**src/rtl/edge_pkg.sv**
```systemverilog
// edge_pkg: shared types, pixel constants and threshold helper for the edge binarizer.
package edge_pkg;

   localparam int unsigned PIX_W = 24;
   localparam int unsigned S_W   = 8;

   localparam logic [PIX_W-1:0] PIX_EDGE = 24'hFFFFFF;
   localparam logic [PIX_W-1:0] PIX_BG   = 24'h000000;

   typedef enum logic [1:0] {
      WAIT_FRAME = 2'd0,
      COUNT      = 2'd1,
      UPDATE     = 2'd2
   } stats_state_e;

   // Step the threshold up or down by one step, saturating at bound; sums are 9-bit so nothing wraps.
   function automatic logic [S_W-1:0] thr_step_clamp(input logic [S_W-1:0] thr,
                                                      input logic [S_W-1:0] step,
                                                      input logic [S_W-1:0] bound,
                                                      input logic           raise);
      if (raise)
         thr_step_clamp = (({1'b0, thr} + {1'b0, step}) > {1'b0, bound}) ? bound : thr + step;
      else
         thr_step_clamp = ({1'b0, thr} < ({1'b0, bound} + {1'b0, step})) ? bound : thr - step;
   endfunction

endpackage

```
**src/rtl/edge_frame_stats.sv**
```systemverilog
// edge_frame_stats: frame FSM, saturating edge counter and once-per-frame threshold adaptation.
module edge_frame_stats
   import edge_pkg::*;
#(
   parameter int unsigned THR_INIT  = 40,
   parameter int unsigned THR_MIN   = 8,
   parameter int unsigned THR_MAX   = 120,
   parameter int unsigned THR_STEP  = 4,
   parameter int unsigned CNT_W     = 22,
   parameter int unsigned TARGET_LO = 20000,
   parameter int unsigned TARGET_HI = 60000
) (
   input  logic             clk,
   input  logic             rst,
   input  logic             boundary,
   input  logic             edge_bit,
   input  logic             adapt_en,
   output logic [S_W-1:0]   thr,
   output logic [CNT_W-1:0] edge_count,
   output logic             frame_done
);

   localparam logic [CNT_W-1:0] CNT_MAX = {CNT_W{1'b1}};

   stats_state_e     state_q, state_d;
   logic [CNT_W-1:0] cnt_q, cnt_d;
   logic             pend_q, pend_d;
   logic [CNT_W-1:0] edge_count_q, edge_count_d;
   logic [S_W-1:0]   thr_q, thr_d;
   logic             frame_done_q, frame_done_d;

   // Next state: the boundary pixel is parked in pend and joins the new frame during UPDATE.
   always_comb begin
      state_d      = state_q;
      cnt_d        = cnt_q;
      pend_d       = pend_q;
      edge_count_d = edge_count_q;
      thr_d        = thr_q;
      frame_done_d = 1'b0;
      case (state_q)
         WAIT_FRAME: begin
            if (boundary) begin
               state_d = COUNT;
               cnt_d   = CNT_W'(edge_bit);
            end
         end
         COUNT: begin
            if (boundary) begin
               state_d = UPDATE;
               pend_d  = edge_bit;
            end else if (edge_bit && (cnt_q != CNT_MAX)) begin
               cnt_d = cnt_q + CNT_W'(1);
            end
         end
         UPDATE: begin
            state_d      = COUNT;
            edge_count_d = cnt_q;
            frame_done_d = 1'b1;
            cnt_d        = CNT_W'(pend_q) + CNT_W'(edge_bit);
            if (adapt_en) begin
               if (32'(cnt_q) > TARGET_HI)
                  thr_d = thr_step_clamp(thr_q, S_W'(THR_STEP), S_W'(THR_MAX), 1'b1);
               else if (32'(cnt_q) < TARGET_LO)
                  thr_d = thr_step_clamp(thr_q, S_W'(THR_STEP), S_W'(THR_MIN), 1'b0);
            end
         end
         default: state_d = WAIT_FRAME;
      endcase
   end

   // State and statistics registers.
   always_ff @(posedge clk) begin
      if (rst) begin
         state_q      <= WAIT_FRAME;
         cnt_q        <= '0;
         pend_q       <= 1'b0;
         edge_count_q <= '0;
         thr_q        <= S_W'(THR_INIT);
         frame_done_q <= 1'b0;
      end else begin
         state_q      <= state_d;
         cnt_q        <= cnt_d;
         pend_q       <= pend_d;
         edge_count_q <= edge_count_d;
         thr_q        <= thr_d;
         frame_done_q <= frame_done_d;
      end
   end

   assign thr        = thr_q;
   assign edge_count = edge_count_q;
   assign frame_done = frame_done_q;

endmodule

```
**src/rtl/edge_binarize.sv**
```systemverilog
// edge_binarize: 2-stage gradient threshold pipeline producing black/white edge pixels.
// Optional horizontal hysteresis is enabled by defining EDGE_HYST_EN.
module edge_binarize
   import edge_pkg::*;
#(
   parameter int unsigned THR_INIT  = 40,
   parameter int unsigned THR_MIN   = 8,
   parameter int unsigned THR_MAX   = 120,
   parameter int unsigned THR_STEP  = 4,
   parameter int unsigned CNT_W     = 22,
   parameter int unsigned TARGET_LO = 20000,
   parameter int unsigned TARGET_HI = 60000,
   parameter int unsigned VS_POL    = 1
) (
   input  logic             clk,
   input  logic             rst,
   input  logic [PIX_W-1:0] pixel_in,
   input  logic             de_in,
   input  logic             h_sync_in,
   input  logic             v_sync_in,
   input  logic             adapt_en,
   output logic             de_out,
   output logic             h_sync_out,
   output logic             v_sync_out,
   output logic [PIX_W-1:0] pixel_out,
   output logic [S_W-1:0]   thr_out,
   output logic [CNT_W-1:0] edge_count,
   output logic             frame_done
);

   localparam logic VS_ACT = 1'(VS_POL);

   logic [S_W-1:0]   s_s1_q, s_s1_d;
   logic             de_s1_q, de_s1_d;
   logic             hs_s1_q, hs_s1_d;
   logic             vs_s1_q, vs_s1_d;
   logic             vs_prev_q, vs_prev_d;
   logic [PIX_W-1:0] pix_q, pix_d;
   logic             de_q, de_d;
   logic             hs_q, hs_d;
   logic             vs_q, vs_d;
   logic [S_W-1:0]   thr;
   logic             is_strong;
   logic             edge_bit;
   logic             boundary;
   logic             cbcr_unused;
`ifdef EDGE_HYST_EN
   logic             is_weak;
   logic             prev_edge_q, prev_edge_d;
`endif

   assign cbcr_unused = ^pixel_in[15:0];

   // Stage inputs, detect the active vsync edge and binarize the stage-1 magnitude.
   always_comb begin
      s_s1_d    = pixel_in[PIX_W-1 -: S_W];
      de_s1_d   = de_in;
      hs_s1_d   = h_sync_in;
      vs_s1_d   = v_sync_in;
      vs_prev_d = vs_s1_q;
      boundary  = (vs_s1_q == VS_ACT) && (vs_prev_q != VS_ACT);
      is_strong = (s_s1_q >= thr);
`ifdef EDGE_HYST_EN
      is_weak     = (s_s1_q >= (thr >> 1));
      edge_bit    = de_s1_q & (is_strong | (is_weak & prev_edge_q));
      prev_edge_d = edge_bit;
`else
      edge_bit    = de_s1_q & is_strong;
`endif
      pix_d = edge_bit ? PIX_EDGE : PIX_BG;
      de_d  = de_s1_q;
      hs_d  = hs_s1_q;
      vs_d  = vs_s1_q;
   end

   // Pipeline registers for both stages.
   always_ff @(posedge clk) begin
      if (rst) begin
         s_s1_q    <= '0;
         de_s1_q   <= 1'b0;
         hs_s1_q   <= 1'b0;
         vs_s1_q   <= 1'b0;
         vs_prev_q <= 1'b0;
         pix_q     <= PIX_BG;
         de_q      <= 1'b0;
         hs_q      <= 1'b0;
         vs_q      <= 1'b0;
`ifdef EDGE_HYST_EN
         prev_edge_q <= 1'b0;
`endif
      end else begin
         s_s1_q    <= s_s1_d;
         de_s1_q   <= de_s1_d;
         hs_s1_q   <= hs_s1_d;
         vs_s1_q   <= vs_s1_d;
         vs_prev_q <= vs_prev_d;
         pix_q     <= pix_d;
         de_q      <= de_d;
         hs_q      <= hs_d;
         vs_q      <= vs_d;
`ifdef EDGE_HYST_EN
         prev_edge_q <= prev_edge_d;
`endif
      end
   end

   edge_frame_stats #(
      .THR_INIT  (THR_INIT),
      .THR_MIN   (THR_MIN),
      .THR_MAX   (THR_MAX),
      .THR_STEP  (THR_STEP),
      .CNT_W     (CNT_W),
      .TARGET_LO (TARGET_LO),
      .TARGET_HI (TARGET_HI)
   ) u_stats (
      .clk        (clk),
      .rst        (rst),
      .boundary   (boundary),
      .edge_bit   (edge_bit),
      .adapt_en   (adapt_en),
      .thr        (thr),
      .edge_count (edge_count),
      .frame_done (frame_done)
   );

   assign pixel_out  = pix_q;
   assign de_out     = de_q;
   assign h_sync_out = hs_q;
   assign v_sync_out = vs_q;
   assign thr_out    = thr;

endmodule

```
**config.mk**
```make
export PLATFORM = sky130hd
export DESIGN_NAME = edge_binarize
export DESIGN_NICKNAME = d
export VERILOG_FILES = /design/src/rtl/edge_pkg.sv /design/src/rtl/edge_frame_stats.sv /design/src/rtl/edge_binarize.sv
export SDC_FILE = /design/constraint.sdc
export NUM_CORES = 1
export LEC_CHECK = 0
export ABC_AREA = 1
export ABC_CLOCK_PERIOD_IN_PS = 4500
export BUFFER_PORTS_ARGS = -buffer_cell sky130_fd_sc_hd__buf_2
export CAP_MARGIN = 20
export CELL_PAD_IN_SITES_DETAIL_PLACEMENT = 1
export CELL_PAD_IN_SITES_GLOBAL_PLACEMENT = 1
export CORE_MARGIN = 8
export CORE_UTILIZATION = 25
export CTS_CLUSTER_DIAMETER = 120
export CTS_CLUSTER_SIZE = 8
export DETAILED_ROUTE_END_ITERATION = 8
export GPL_TIMING_DRIVEN = 0
export PLACE_DENSITY_LB_ADDON = 0.12
export SKIP_LAST_GASP = 1
export SYNTH_ARGS = -nofsm -noshare
export SYNTH_HDL_FRONTEND = slang
export SYNTH_SLANG_ARGS = --single-unit
```
**constraint.sdc**
```tcl
create_clock -name clk -period 4.5 [get_ports clk]
set_clock_uncertainty 0.1 [all_clocks]
set_input_delay 0.675 -clock clk [delete_from_list [all_inputs] [get_ports clk]]
set_output_delay 0.675 -clock clk [all_outputs]
set_load 0.02 [all_outputs]
```
======== Word level (Yosys, flattened, before mapping) ========
Index checks and enable logic that the tools add are counted.
cells by class
  reductions and logical operators ........ 9
  mux-type cells .......................... 13
  bitwise gates (word level) .............. 2
  $mul .................................... 0
  shifts and indexed selects .............. 0
  divide/modulo/power cells ............... 0
  equal/unequal tests ..................... 7
  add/subtract/negate cells ............... 5
  $lt $le $gt $ge ......................... 5
operators with widths
  kind                                                              number
  two-way mux 22 bit                                                3
  one-hot mux 22 bit (3 select lines)                               1
  two-way mux 8 bit                                                 4
  two-way mux 24 bit                                                1
  adder 22 x 1 -> 22 bit (second input constant)                    1
  greater-than comparator 22 x 16 -> 1 bit (second input constant)  1
  < comparator 22 x 15 -> 1 bit (second input constant)             1
  != test 22 bit (second input constant)                            1
  adder 8 x 3 -> 9 bit (second input constant)                      1
  greater-than comparator 9 x 7 -> 1 bit (second input constant)    1
  adder 8 x 3 -> 8 bit (second input constant)                      1
  greater-or-equal comparator 8 bit                                 1
  < comparator 8 x 4 -> 1 bit (second input constant)               1
  subtractor 8 x 3 -> 8 bit (second input constant)                 1
  != test 2 bit (second input constant)                             3
  one-hot mux 2 bit (3 select lines)                                1
  two-way mux 2 bit                                                 2
  AND reduction 2 bit                                               2
  AND reduction 4 bit                                               1
  AND reduction 3 bit                                               1
  nonzero test 3 bit                                                1
  adder 1 x 1 -> 2 bit                                              1
  equality test 2 x 1 -> 1 bit (second input constant)              1
  equality test 2 bit (second input constant)                       1
  other kinds (7)                                                   8
word-level totals
  RAM bits ................................ 0
  word-level logic and storage cells ...... 55
  bits in read-only memories .............. 0
  register bits after elaboration ......... 94
  output and inout bits ................... 58
  bits in latches ......................... 0
  memories ................................ 0
  input port bits ......................... 30

======== Longest topological paths before layout ========
  depth after elaboration ................. 6
  depth in mapped cells ................... 15
  mapped depth without buffers ............ 14

======== Hierarchy ========
Synthesis repeated with hierarchy kept, for this count alone.
unflattened totals
  cells, all modules ...................... 620
  area, all modules ....................... 4,137.7 um^2
by module, submodules not included
  module            area each (um^2)  sequential area each (um^2)  cells an instance  instances
  edge_frame_stats  3,314.4           1,081.0                      513                1
  edge_binarize     823.3             300.3                        107                1

======== Least setup slack after synthesis ========
OpenSTA, ideal clock, no wires.
  path kind ............................... register to register
  from .................................... register u_stats.thr_q[6], in the netlist u_stats.thr[6]
  to ...................................... register u_stats.cnt_q[0]
  period minus slack after synthesis ...... 2.300 ns
  slack ................................... 2.200 ns
  buffers on the path ..................... 0
  data required time ...................... 4.268 ns
  setup time .............................. 0.132 ns
  stages on the path, launching flop included .. 14
  arrival time ............................ 2.068 ns
  cell sequence ........................... dfxtp_1 -> clkinv_1 -> ha_1 -> nand2_1 -> a21oi_1 -> nor2_1 -> nand2_1 -> nand2_1 -> inv_1 -> ha_1 -> a22oi_1 -> o21ai_0 -> nand2_1 -> a21oi_1
on the way
  cells in the longest elaborated chain, start to end .. 5
  elaborated cells between the ends (all ways) .. 8
  those cells by class .................... add/sub: 1; order compare: 1; eq/ne: 1; mux: 2; bitwise: 1; reduce/logical: 2
ends and longest elaborated chain
  what                                     line                    source
  start, declared                          edge_frame_stats.sv:29  logic [S_W-1:0] thr_q, thr_d;
  start signal, assigned                   edge_frame_stats.sv:78  thr_q <= S_W'(THR_INIT);
  start signal, assigned                   edge_frame_stats.sv:85  thr_q <= thr_d;
  greater-or-equal comparator 8 bit *      edge_binarize.sv:62     is_strong = (s_s1_q >= thr);
  bitwise AND 1 bit *                      edge_binarize.sv:68     edge_bit = de_s1_q & is_strong;
  net edge_bit                             edge_binarize.sv:44     logic edge_bit;
  logical AND 1 bit                        edge_frame_stats.sv:51  end else if (edge_bit && (cnt_q != CNT_MAX)) begin
  != test 2 x 1 -> 1 bit (no source line)  n/a
  AND reduction 4 bit (no source line)     n/a
  end signal, assigned                     edge_frame_stats.sv:82  cnt_q <= cnt_d;
  end, declared                            edge_frame_stats.sv:26  logic [CNT_W-1:0] cnt_q, cnt_d;
Mark *: on every way through the listed nets, which the timed path passes. The rest lies on a longest branch. The select of a mux whose other input is x is not followed.
A chain may end at the register's enable or synchronous reset.

======== Worst setup path after layout ========
  from .................................... register u_stats.thr_q[6], in the netlist u_stats.thr[6]
  to ...................................... register u_stats.cnt_q[9]
on the way
  cells in the longest elaborated chain, start to end .. 5
ends and longest elaborated chain
  what                                     line
  greater-or-equal comparator 8 bit        edge_binarize.sv:62
  bitwise AND 1 bit                        edge_binarize.sv:68
  logical AND 1 bit                        edge_frame_stats.sv:51
  != test 2 x 1 -> 1 bit (no source line)  n/a
  AND reduction 4 bit (no source line)     n/a
No other way between the ends.

==> implementation parameters <==
Parameter                              Value

Clock network
  Post-CTS setup buffer count    0
  Clock buffer depth    2
  Reg clk slew, reported paths    0.06 ns
  Sinks on Clock Net    67
  Clock latency of the later-clocked register in the worst-skew pair    0.35 ns
  Clock Root Buffer    sky130_fd_sc_hd__clkbuf_16
  Clock tree from TritonCTS    done
  Post-CTS Hold Buffers    0
  Inserted Clock Buffers    9
  Post_cts resized    0
  Level count of the clock H-tree    3

Power
  Lkg Pwr    2.30 nW
  Power Total    1.95 mW
  Highest ir drop seen on vdd    0.161 mV
  Power Dens Cells    400 nW/µm²

Drt
  Total met3 wirelength after detailed routing    501 µm
  Detailed-routing iteration count for the pre-antenna-repair pass    4
  Met1 wire length    6.44 mm
  Post-detailed-route via-to-cell ratio    4.46
  Total Wirelength    13.7 mm
  DRC viols    0
  Post-route antenna net violation count    0
  DRT iter0 DRCs    190
  Top layer in use    met4
  Per-cell routed wire length    15.3 µm
  Routed wire length on met2    6.51 mm
  Routed via count    3,990

Placed design
  Final weighted congestion in routability-driven placement    0.856
  Setup slack at placement    1.91 ns
  Count of buffers from port buffering    66
  Post-detail-place hpwl    10.8 mm

STA
  RSZ-0062 raised after global routing    no
  Post-route fraction of the period consumed by the critical path    57.4%
  Hold Fails Final Rpt    0
  Post-route minimum period    2.58 ns
  Worst Tran Pin Value    0.743 ns
  Worst hold margin    0.304 ns
  Final sum of negative setup slack    0 ns
  Final WS setup    1.92 ns
  Relative slew margins    50.4%
  Maximum operating frequency    387 MHz
  Final setup violation count    0
  Final-report max-slew violation count    0

Worst setup path
  Data arrival time at the worst-slack endpoint    2.75 ns
  Kind of end point of the critical path    register
  Origin of the critical flop-to-flop path    u_stats.thr[6]
  Type of origin of the critical path    register
  Internal reg-to-reg setup slack    1.92 ns
  R2R depth    13
  Setup Crit Path Kind    reg2reg
  Capture point of the worst reg-to-reg path    u_stats.cnt_q[9]
  Maximum fanout along the worst path    10
  Required time of the critical path    4.67 ns

Layout
  Commonest non-fill, non-tap cell in the layout    sky130_fd_sc_hd__nand2_1
  Antenna diode count    0
  Final Net Count    719
  Fraction of final layout cells sized beyond drive strength 1    19.9%
  Fill cell total of the finished layout    2,037
  Area growth, synth to finish    23.7%
  Top library cells by usage in the layout, fill and taps aside    149 x sky130_fd_sc_hd__nand2_1, 91 x sky130_fd_sc_hd__nor2_1, 67 x sky130_fd_sc_hd__buf_2, 67 x sky130_fd_sc_hd__dfxtp_1, 62 x sky130_fd_sc_hd__inv_1

Synth
  Cell count after synthesis    596
  Post-synth EDFFs    0
  Number of warnings reported in the yosys synthesis log    0
  Sequential share of the synthesized area    34.1%
  Number of register bits inferred by synthesis    67
  Post-Syn Area    3940 µm²
  Per-instance average area after synthesis    6.61 µm²
  Synth cell types    39
  Main flop type after synthesis    sky130_fd_sc_hd__dfxtp_1
  Share of async-settable or async-resettable flops after synthesis    0%

Die
  Area enclosed by the die boundary    20,000 µm²
  Std-Cell Core Area    15,700 µm²
  Number of placement rows    46
  Effective utilization at floorplan    25.2%
  Chip Height    142 µm
  Die width    142 µm
  IO Pins    88

Global routing
  Antenna violations before repair    0
  First-pass GRT wire length    22.1 mm
  Total global routing track utilization    14.3%
  Vias in the first global route    4,060
  Largest net degree at the start of global routing    25
  Global-route congestion overflow total    0

Flow run
  Maximum Capacitance Violations    0

Worst hold path
  Cell depth of the worst hold path    2
  Critical hold path startpoint    hs_d
  Endpoint of the worst hold path    h_sync_out
  Type of the worst min-delay path    reg2reg

Run status
  Run status    finished, final reports clean
report_power, final:
part           leakage, nW  internal [mW]  switching [mW]
combinational         1.59          0.148           0.332
sequential           0.545          0.643          0.0391
clock                0.165          0.512           0.272
total                 2.30           1.30           0.643
Yosys cell counts, types with 3 or more instances:
| cell type | number | area [µm²] |
|---|---|---|
| sky130_fd_sc_hd__nand2_1 | 149 | 559 |
| sky130_fd_sc_hd__nor2_1 | 91 | 342 |
| sky130_fd_sc_hd__dfxtp_1 | 67 | 1340 |
| sky130_fd_sc_hd__inv_1 | 62 | 233 |
| sky130_fd_sc_hd__a21oi_1 | 45 | 225 |
| sky130_fd_sc_hd__o21ai_0 | 37 | 185 |
| sky130_fd_sc_hd__nand3_1 | 32 | 160 |
| sky130_fd_sc_hd__buf_4 | 26 | 195 |
| sky130_fd_sc_hd__ha_1 | 15 | 188 |
| sky130_fd_sc_hd__clkbuf_1 | 12 | 45.0 |
| sky130_fd_sc_hd__nor4_1 | 7 | 43.8 |
| sky130_fd_sc_hd__nand4_1 | 5 | 31.3 |
| sky130_fd_sc_hd__nor3_1 | 5 | 25.0 |
| sky130_fd_sc_hd__nand2_4 | 4 | 45.0 |
| sky130_fd_sc_hd__xor2_1 | 4 | 35.0 |
| sky130_fd_sc_hd__nor2_2 | 3 | 18.8 |
| sky130_fd_sc_hd__nor2_4 | 3 | 33.8 |
| sky130_fd_sc_hd__nor3_2 | 3 | 30.0 |
area by class of cell:
class	count	area [µm²]	area share, %
timing repair buffer	66	330	6.78
clock inverter	5	75.1	1.54
sequential	67	1340	27.5
clock buffer	11	253	5.19
inverter	65	244	5.01
buffer	42	283	5.81
multi-input combinational	423	2070	42.6
tap	216	270	5.55
worst max-delay path, stage by stage, from the launching register on:
cell	delay, ns
sky130_fd_sc_hd__dfxtp_1	0.38
sky130_fd_sc_hd__clkinv_1	0.25
sky130_fd_sc_hd__ha_1	0.37
sky130_fd_sc_hd__nand2_1	0.06
sky130_fd_sc_hd__a21oi_1	0.12
sky130_fd_sc_hd__nor2_1	0.05
sky130_fd_sc_hd__nand2_1	0.06
sky130_fd_sc_hd__nand2_1	0.14
sky130_fd_sc_hd__nor2_1	0.29
sky130_fd_sc_hd__nand2_2	0.12
sky130_fd_sc_hd__nand2_4	0.17
sky130_fd_sc_hd__buf_6	0.17
sky130_fd_sc_hd__nand2_1	0.08
sky130_fd_sc_hd__a21oi_2	0.12
worst max path at each step:
| stage | startpoint | to | slack [ns] | cells after the start |
|---|---|---|---|---|
| after floorplan | u_stats.thr[6] | u_stats.cnt_q[0] | 2.20 | 13 |
| after global placement | u_stats.thr[6] | u_stats.cnt_q[5] | 1.96 | 13 |
| after detailed placement | u_stats.thr[6] | u_stats.cnt_q[5] | 1.91 | 13 |
| after CTS | u_stats.thr[6] | u_stats.cnt_q[9] | 1.89 | 13 |
| after global routing | u_stats.thr[6] | u_stats.cnt_q[3] | 1.61 | 13 |
| final | u_stats.thr[6] | u_stats.cnt_q[9] | 1.92 | 13 |
logic make-up after synthesis:
group,share of synthesized area (%)
buf+inv,13.4
compound gates,12.1
xor+xnor,0.890
flops,34.1
fa+ha+maj,4.77
other cells,0.0952
simple gates,34.7
stage by stage:
step	area, µm²	util (%)	std cells
2_1_floorplan	3940	-	597
6_report	4870	31.1	895
4_1_cts	4870	31.1	895
3_3_place_gp	4540	29.0	879
5_1_grt	4870	31.1	895
3_5_place_dp	4540	29.0	879
registers in the layout, summed over array words and instances, names as in the netlist:
signal	cells
u_stats.state_q	2
hs_d	1
vs_d	1
u_stats.pend_q	1
u_stats.edge_count	22
s_s1_q	6
de_out	1
de_d	1
u_stats.thr	6
h_sync_out	1
u_stats.cnt_q	22
pixel_out	1
u_stats.frame_done	1
v_sync_out	1
routing by layer:
layer,vias up,global-route usage [%]
li1,2035,-
met1,1887,17.8
met2,52,23.5
met3,16,3.02
met4,0,5.88
met5,-,0
Power figures use the tool's default switching activity.
